==> config.mk <==
export PLATFORM = sky130hd
export DESIGN_NAME = fft8_stage3_bfly
export DESIGN_NICKNAME = d
export VERILOG_FILES = /design/src/rtl/fft8_stage3_bfly.sv
export SDC_FILE = /design/constraint.sdc
export NUM_CORES = 2
export LEC_CHECK = 0
export BUFFER_PORTS_ARGS = -buffer_cell sky130_fd_sc_hd__buf_2
export CAP_MARGIN = 20
export CORE_AREA = 8 8 391 393
export CTS_CLUSTER_SIZE = 25
export DETAILED_ROUTE_END_ITERATION = 10
export DIE_AREA = 0 0 399 401
export PLACE_DENSITY = 0.72
export SETUP_SLACK_MARGIN = 0.4
export SLEW_MARGIN = 15
export SYNTH_ARGS = -nofsm -noshare
export SYNTH_HDL_FRONTEND = slang
export SYNTH_SLANG_ARGS = --single-unit
==> constraint.sdc <==
create_clock -name clk -period 42 [get_ports clk]
set_clock_uncertainty 0.05 [all_clocks]
set_input_delay 8.4 -clock clk [delete_from_list [all_inputs] [get_ports clk]]
set_output_delay 8.4 -clock clk [all_outputs]
set_load 0.02 [all_outputs]
==> src/rtl/fft8_stage3_bfly.sv <==
// fft8_stage3_bfly: final radix-2 DIT stage of an 8-point FFT.
// A single butterfly engine is time-multiplexed over k=0..3. It consumes
// the eight stage-2 outputs and produces bins X0..X7 in natural order.
// The FFT3_SAT_EN macro selects saturating arithmetic on the twiddle
// results, the -br negation and the final a+/-t adds. When the macro is
// undefined, all of these wrap modulo 2^W.
module fft8_stage3_bfly #(
  parameter int W        = 32,
  parameter int TW_Q     = 181,
  parameter int TW_SHIFT = 8
) (
  input  logic           clk,
  input  logic           rst,
  input  logic           in_valid,
  output logic           in_ready,
  input  logic [8*W-1:0] in_re,
  input  logic [8*W-1:0] in_im,
  output logic           out_valid,
  input  logic           out_ready,
  output logic [8*W-1:0] out_re,
  output logic [8*W-1:0] out_im
);

  // The wide working width holds any br+/-bi sum, or its negation, times
  // TW_Q without loss. Every intermediate value is exact until fit().
  localparam int PW = W + 12;
  localparam logic signed [PW-1:0] TWQ  = PW'(TW_Q);
  localparam logic signed [PW-1:0] MAXV = {{(PW-W+1){1'b0}}, {(W-1){1'b1}}};
  localparam logic signed [PW-1:0] MINV = {{(PW-W+1){1'b1}}, {(W-1){1'b0}}};

  typedef enum logic [1:0] {IDLE, CALC, DONE} state_t;

  state_t               state, state_nx;
  logic [1:0]           k;
  logic [7:0][W-1:0]    xr, xi;   // captured frame
  logic [7:0][W-1:0]    yr, yi;   // result bins, filled two lanes per cycle
  logic [W-1:0]         ar, ai, br, bi, tr, ti;
  logic [W-1:0]         lo_r, lo_i, hi_r, hi_i;
  logic signed [PW-1:0] s_re, s_im;

  // Sign-extend a W-bit lane into the exact working width.
  function automatic logic signed [PW-1:0] sx(input logic [W-1:0] x);
    sx = {{(PW-W){x[W-1]}}, x};
  endfunction

  // Narrow an exact value back to W bits (clamp or wrap, per build).
  function automatic logic [W-1:0] fit(input logic signed [PW-1:0] v);
`ifdef FFT3_SAT_EN
    if (v > MAXV)      fit = MAXV[W-1:0];
    else if (v < MINV) fit = MINV[W-1:0];
    else               fit = v[W-1:0];
`else
    fit = v[W-1:0];
`endif
  endfunction

  assign in_ready  = (state == IDLE);
  assign out_valid = (state == DONE);
  assign out_re    = yr;
  assign out_im    = yi;

  // Next-state logic. A frame moves from accept to CALC for four cycles to DONE.
  always_comb begin
    state_nx = state;
    case (state)
      IDLE:    if (in_valid) state_nx = CALC;
      CALC:    if (k == 2'd3) state_nx = DONE;
      DONE:    if (out_ready) state_nx = IDLE;
      default: state_nx = IDLE;
    endcase
  end

  // Shared butterfly. Select the operand pair for k, then rotate b by W8^k.
  always_comb begin
    ar   = xr[{1'b0, k}];
    ai   = xi[{1'b0, k}];
    br   = xr[{1'b1, k}];
    bi   = xi[{1'b1, k}];
    s_re = '0;
    s_im = '0;
    tr   = br;
    ti   = bi;
    case (k)
      2'd1: begin
        s_re = ((sx(br) + sx(bi)) * TWQ) >>> TW_SHIFT;
        s_im = ((sx(bi) - sx(br)) * TWQ) >>> TW_SHIFT;
        tr   = fit(s_re);
        ti   = fit(s_im);
      end
      2'd2: begin
        tr = bi;
        ti = fit(-sx(br));
      end
      2'd3: begin
        s_re = ((sx(bi) - sx(br)) * TWQ) >>> TW_SHIFT;
        s_im = ((-sx(br) - sx(bi)) * TWQ) >>> TW_SHIFT;
        tr   = fit(s_re);
        ti   = fit(s_im);
      end
      default: begin
        tr = br;
        ti = bi;
      end
    endcase
    lo_r = fit(sx(ar) + sx(tr));
    lo_i = fit(sx(ai) + sx(ti));
    hi_r = fit(sx(ar) - sx(tr));
    hi_i = fit(sx(ai) - sx(ti));
  end

  // State register. Reset discards any frame in flight at once.
  always_ff @(posedge clk or posedge rst) begin
    if (rst) state <= IDLE;
    else     state <= state_nx;
  end

  // Datapath registers. Capture happens at accept, then lanes k and k+4 are written each CALC cycle.
  always_ff @(posedge clk or posedge rst) begin
    if (rst) begin
      k  <= '0;
      xr <= '0;
      xi <= '0;
      yr <= '0;
      yi <= '0;
    end else begin
      case (state)
        IDLE: if (in_valid) begin
          xr <= in_re;
          xi <= in_im;
          k  <= '0;
        end
        CALC: begin
          yr[{1'b0, k}] <= lo_r;
          yi[{1'b0, k}] <= lo_i;
          yr[{1'b1, k}] <= hi_r;
          yi[{1'b1, k}] <= hi_i;
          k             <= k + 2'd1;
        end
        default: ;
      endcase
    end
  end

endmodule
* Yosys cells after proc, flatten, opt, wreduce, memory -nomap -nowiden
Cells that the tools add are included.
** Storage, ports and cells
- Output and inout bits :: 514
- Word-level logic and storage cells :: 89
- Bits of input ports :: 516
- Bits in registers :: 1028
** Cells by class
- Reduce and logical (&&, ||, !) cells :: 7
- Magnitude comparators :: 4
- Muxes and demuxes :: 24
- $add $sub $neg :: 9
- Multiply operators :: 3
- Equality and inequality tests :: 8
** Operators by type and width (number)
- bitwise mux 256 bit :: 4
- binary-select mux 32 bit (select 2 bit) :: 4
- two-way mux 32 bit :: 6
- case mux 32 bit (3 select lines) :: 2
- demux 32 bit (select 2 bit) :: 2
- multiplier 33 x 9 -> 40 bit, second input constant :: 2
- adder 32 bit :: 2
- subtractor 32 bit :: 2
- multiplier 44 x 9 -> 40 bit, second input constant :: 1
- negator 32 -> 44 bit :: 1
- subtractor 44 x 32 -> 44 bit :: 1
- adder 32 x 32 -> 33 bit :: 1
- subtractor 32 x 32 -> 33 bit :: 1
- two-way mux 2 bit :: 4
- == test 2 bit, second input constant :: 3
- case mux 2 bit (3 select lines) :: 1
- == test 2 x 1 -> 1 bit, second input constant :: 2
- < comparator 2 x 4 -> 1 bit, second input constant :: 1
- < comparator 3 x 4 -> 1 bit, second input constant :: 1
- inequality test 2 bit, second input constant :: 2
- case mux 2 bit (2 select lines) :: 1
- AND reduction 2 bit :: 2
- >= comparator 3 x 1 -> 1 bit, second input constant :: 1
- AND reduction 3 bit :: 1
- other kinds (6) :: 7

* Depth between registers and ports, before layout
- Depth in word-level cells :: 9
- Depth in mapped cells :: 60

* Worst setup path after synthesis
OpenSTA, ideal clock, no wires.
- Path type :: flip-flop to flip-flop
- Start :: reg k[1]
- End :: reg yr (netlist bit out_re[189])
- Buffers on the path :: 8
- Stages on the path, launching flop included :: 59
- Data required time :: 41818 ps
- Path slack :: 29163 ps
- Library setup time :: 132 ps
- Period minus slack after synthesis :: 12837 ps
- Data arrival time :: 12655 ps
- Cell sequence :: dfrtp_1 > clkbuf_1 > buf_2 > buf_2 > buf_1 > clkbuf_1 > clkbuf_1 > clkbuf_1 > mux4_2 > inv_1 > ha_1 > inv_1 > fa_1 > a21o_1 > a21oi_1 > o21ai_0 > a21oi_1 > o21bai_1 > (+23 left out) > a21boi_0 > ha_1 > clkbuf_1 > inv_1 > a21oi_1 > o21bai_1 > a21o_1 > nor2_1 > o311ai_0 > a21oi_1 > o41ai_1 > a211o_1 > a21oi_1 > o21ai_0 > a21oi_1 > o21bai_1 > xor2_1 > o21ai_0
** On the way
- Cells in the longest elaborated chain, start to end :: 8
- Elaborated cells between the ends (all ways) :: 23
** Ends and longest elaborated chain
- start: declaration :: line 34 : logic [1:0] k;
- start signal: assignment :: line 137 : k <= k + 2'd1;
- binary-select mux 32 bit (select 2 bit) (on tied branches) :: line 78, 77
- two-way mux 32 bit (on tied branches) :: line 78, 77
- subtractor 32 x 32 -> 33 bit or adder 32 x 32 -> 33 bit (tied branches) :: line 95, 85
- multiplier 33 x 9 -> 40 bit (on tied branches) :: line 95, 85
- case mux 32 bit (3 select lines) :: line 83 : case (k)
- adder 32 bit :: line 105 : lo_r = fit(sx(ar) + sx(tr));
- bitwise mux 256 bit :: line 133 : yr[{1'b0, k}] <= lo_r;
- bitwise mux 256 bit (*) :: line 135 : yr[{1'b1, k}] <= hi_r;
- end signal: indexed assignment :: line 133
- end signal: indexed assignment :: line 135
- end: declaration :: line 36 : logic [7:0][W-1:0] yr, yi;
Every way passes the cells marked *; elsewhere a longest branch is shown, timed or not. The select of a mux whose other input is x is not followed.
A chain may end at the register's enable or synchronous reset.

* Final worst setup path
- Start :: reg k[1]
- End :: reg yr (netlist bit out_re[253])
The elaborated chain is that of the path after synthesis.

==> results.json <==
{
  "placed_cell_area_mm2": 0.07461,
  "htree_num_levels": 3,
  "clock-sinks": 1028,
  "cts_setup_buffers": 0,
  "crit_fanout": 45,
  "setup_viol_count_final": 0,
  "via_count": 53258,
  "start_util_pct": 46.15,
  "grt_antenna_before_repair": 69,
  "synth_top_cell_area_share_pct": 37.97,
  "endpoint": "out_re[253]$_DFFE_PP0P_",
  "die_w_um": 399,
  "detail_route.drc_violations": 0,
  "r2r-start": "k[1]$_DFFE_PP0P_",
  "setup_tns_ns": 0,
  "ant_nets": 0,
  "die_h_um": 401,
  "ys_seq_area_share_pct": 37.97,
  "cp.depth": 50,
  "grt_usage_pct": 29.25,
  "r2r_slack_ns": 27.77,
  "finalMaxSlewViolations": 0,
  "reg2reg_depth": 50,
  "endpoint_kind": "flip-flop",
  "final_util_pct": 53.51,
  "synth_mux_area_share_pct": 12.86,
  "ys_top_cells_by_count": "dfrtp_1 (1028), nand2_1 (702), ha_1 (633)",
  "syn_inst": 6382,
  "worst_path_dominant_cell_family": "compound AO/OA/AOI/OAI gates",
  "numCtsBuffers": 106,
  "clkLatencyLatePin_ns": 0.78,
  "syn-cell-area_mm2": 0.06774,
  "rsz0062_at_grt": "false",
  "reg2reg_to": "out_re[253]$_DFFE_PP0P_",
  "n_fill_cell": 12797,
  "ctsHoldBuffers": 0,
  "drtIter0Drc": 4483,
  "synth_seq_cells": 1028,
  "maxCapViolations": 0,
  "avgRoutedWirePerCell_um": 25.89,
  "post-route-period-util_pct": 33.89,
  "syn_nets": 7820,
  "clock_path_buffers": 3,
  "yosys.cell_types.count": 84,
  "path_clk_slew_ns": 0.06,
  "io_pins": 1030,
  "status": "finished clean",
  "worstHoldPathType": "flip-flop to flip-flop",
  "fp-row-count": 141,
  "hold-path-cell-count": 2,
  "synth_compound_area_share_pct": 11.67,
  "grt_pass1_wl_um": 354000,
  "core_mm2": 0.1468,
  "crit_type": "flip-flop to flip-flop",
  "first_pass_iters": 6,
  "yosysWarningCount": 0,
  "synth-xor-area-share_pct": 4.257,
  "grt_max_degree": 169,
  "dieArea_mm2": 0.1600,
  "grt-ovfl-total": 0,
  "grt_pass1_vias": 54309,
  "layout.cells.non_filler": 9328,
  "drt-total-wl_um": 241500,
  "hold_viol_final": 0,
  "synthArstFlopShare_pct": 100.0,
  "critPathBufInv": 4,
  "synth-edff-count": 0,
  "synthFlopType": "dfrtp_1",
  "cts_tree": "yes",
  "areaGrowthSynthToFinish_pct": 15.94,
  "postCtsResizedCells": 0,
  "crit_path_max_incr_delay_ns": 0.78,
  "critPathLaunchType": "flip-flop",
  "synthTopCellsByArea": "dfrtp_1 (38%), ha_1 (12%), mux2_2 (8.6%)",
  "post-dp-hpwl_um": 194500,
  "vias_per_cell": 5.709,
  "dp.cells": 9091,
  "synth-adder-area-share_pct": 20.23,
  "drive_gt1_share_pct": 26.38,
  "yosysMostFrequentCell": "dfrtp_1",
  "period_needed_ns": 14.23,
  "stdcell_area_mm2": 0.07854,
  "nNetsFinal": 8711,
  "netlist.top_cell.by_area": "dfrtp_1",
  "tightest_slew_ns": 1.268,
  "synth_top_family_by_area": "adder cells",
  "yosys.area_share.simple_pct": 8.343,
  "synth.avg_cell_area_um2": 10.61,
  "gp_congestion": 0.9776,
  "slew_headroom_pct": 14.89,
  "cpMostUsedCell": "a21oi_1",
  "crit_path_start": "k[1]$_DFFE_PP0P_",
  "cp.required_ns": 42.57,
  "cp_slowest_cell": "o41ai_1",
  "cts_root_buffer": "clkbuf_16",
  "port_buffers": 1029,
  "arrival_ns": 14.80,
  "fmax_ghz": 0.07027
}
-- cell families (layout without fill, tap and decap cells) --
logic type	count (synthesis)	after routing
buf+inv	834	1814
mux	651	651
other cells	0	36
simple gates	1298	1298
xor+xnor	326	326
fa+ha+maj	922	922
flops	1028	1028
compound gates	1323	1323
-- worst min path at each step --
stage,from,end
2_1_floorplan,state[1]$_DFFE_PP0P_,state[0]$_DFFE_PP0P_
6_report,out_re[223]$_DFFE_PP0P_,out_re[223]$_DFFE_PP0P_
4_1_cts,out_re[33]$_DFFE_PP0P_,out_re[33]$_DFFE_PP0P_
3_3_place_gp,out_re[197]$_DFFE_PP0P_,out_re[197]$_DFFE_PP0P_
5_1_grt,out_im[167]$_DFFE_PP0P_,out_im[167]$_DFFE_PP0P_
3_5_place_dp,out_re[33]$_DFFE_PP0P_,out_re[33]$_DFFE_PP0P_
-- through the flow --
| stage | hold WS (ns) | worst slack, ns |
|---|---|---|
| floorplan | 0.4189 | 4.620 |
| global placement | 0.4055 | 28.12 |
| detailed placement | 0.4130 | 27.98 |
| CTS | 0.4268 | 27.90 |
| global route | 0.4378 | 26.83 |
| finish | 0.4240 | 27.77 |
-- layer usage --
layer,share of wire [%],vias to the layer above,global-route usage (%)
li1,-,23860,-
met1,40,26541,37.88
met2,46,2251,46.31
met3,8.8,544,7.595
met4,5.2,62,12.83
met5,0.16,-,0
-- registers in the layout, summed over array words and instances (netlist names) --
register and cells:
k 2, xr 256, out_im 256, state 2, xi 256, out_re 256
-- cells in the final DEF (no fill, tap or decap), types with 36 or more instances in the layout --
cell	count
nand3_1	53
xor2_1	84
o21ai_0	592
buf_2	1029
fa_1	289
nand2_1	698
mux2_2	517
o21bai_1	69
a31oi_1	50
a21o_1	84
a21oi_1	271
buf_4	51
diode_2	36
mux4_2	124
inv_1	527
ha_1	629
nand2b_1	41
nor2_1	260
dfrtp_1	1026
nor2b_1	44
nor3_1	64
xnor2_1	240
clkbuf_16	106
-- tightest hold or removal path: cells and delay by family (launching register included) --
kind	cells	cell delay, ns
AOI/OAI and AO/OA	1	0.06
DFF	1	0.34
and+or+nand+nor	1	0.05
-- final cells by class --
class | count | area, um^2 | area share (%)
Antenna cell | 36 | 90.09 | 0.1147
Clock buffer | 153 | 3069 | 3.908
Clock inverter | 44 | 671.9 | 0.8555
Inverter | 531 | 2001 | 2.547
Multi-Input combinational cell | 4520 | 38900 | 49.53
Sequential cell | 1028 | 25730 | 32.76
Tap cell | 1930 | 2415 | 3.075
Timing Repair Buffer | 1086 | 5658 | 7.204
Power is not shown: default switching activity piles up to over one toggle a cycle in this logic, so the estimate is an artifact.
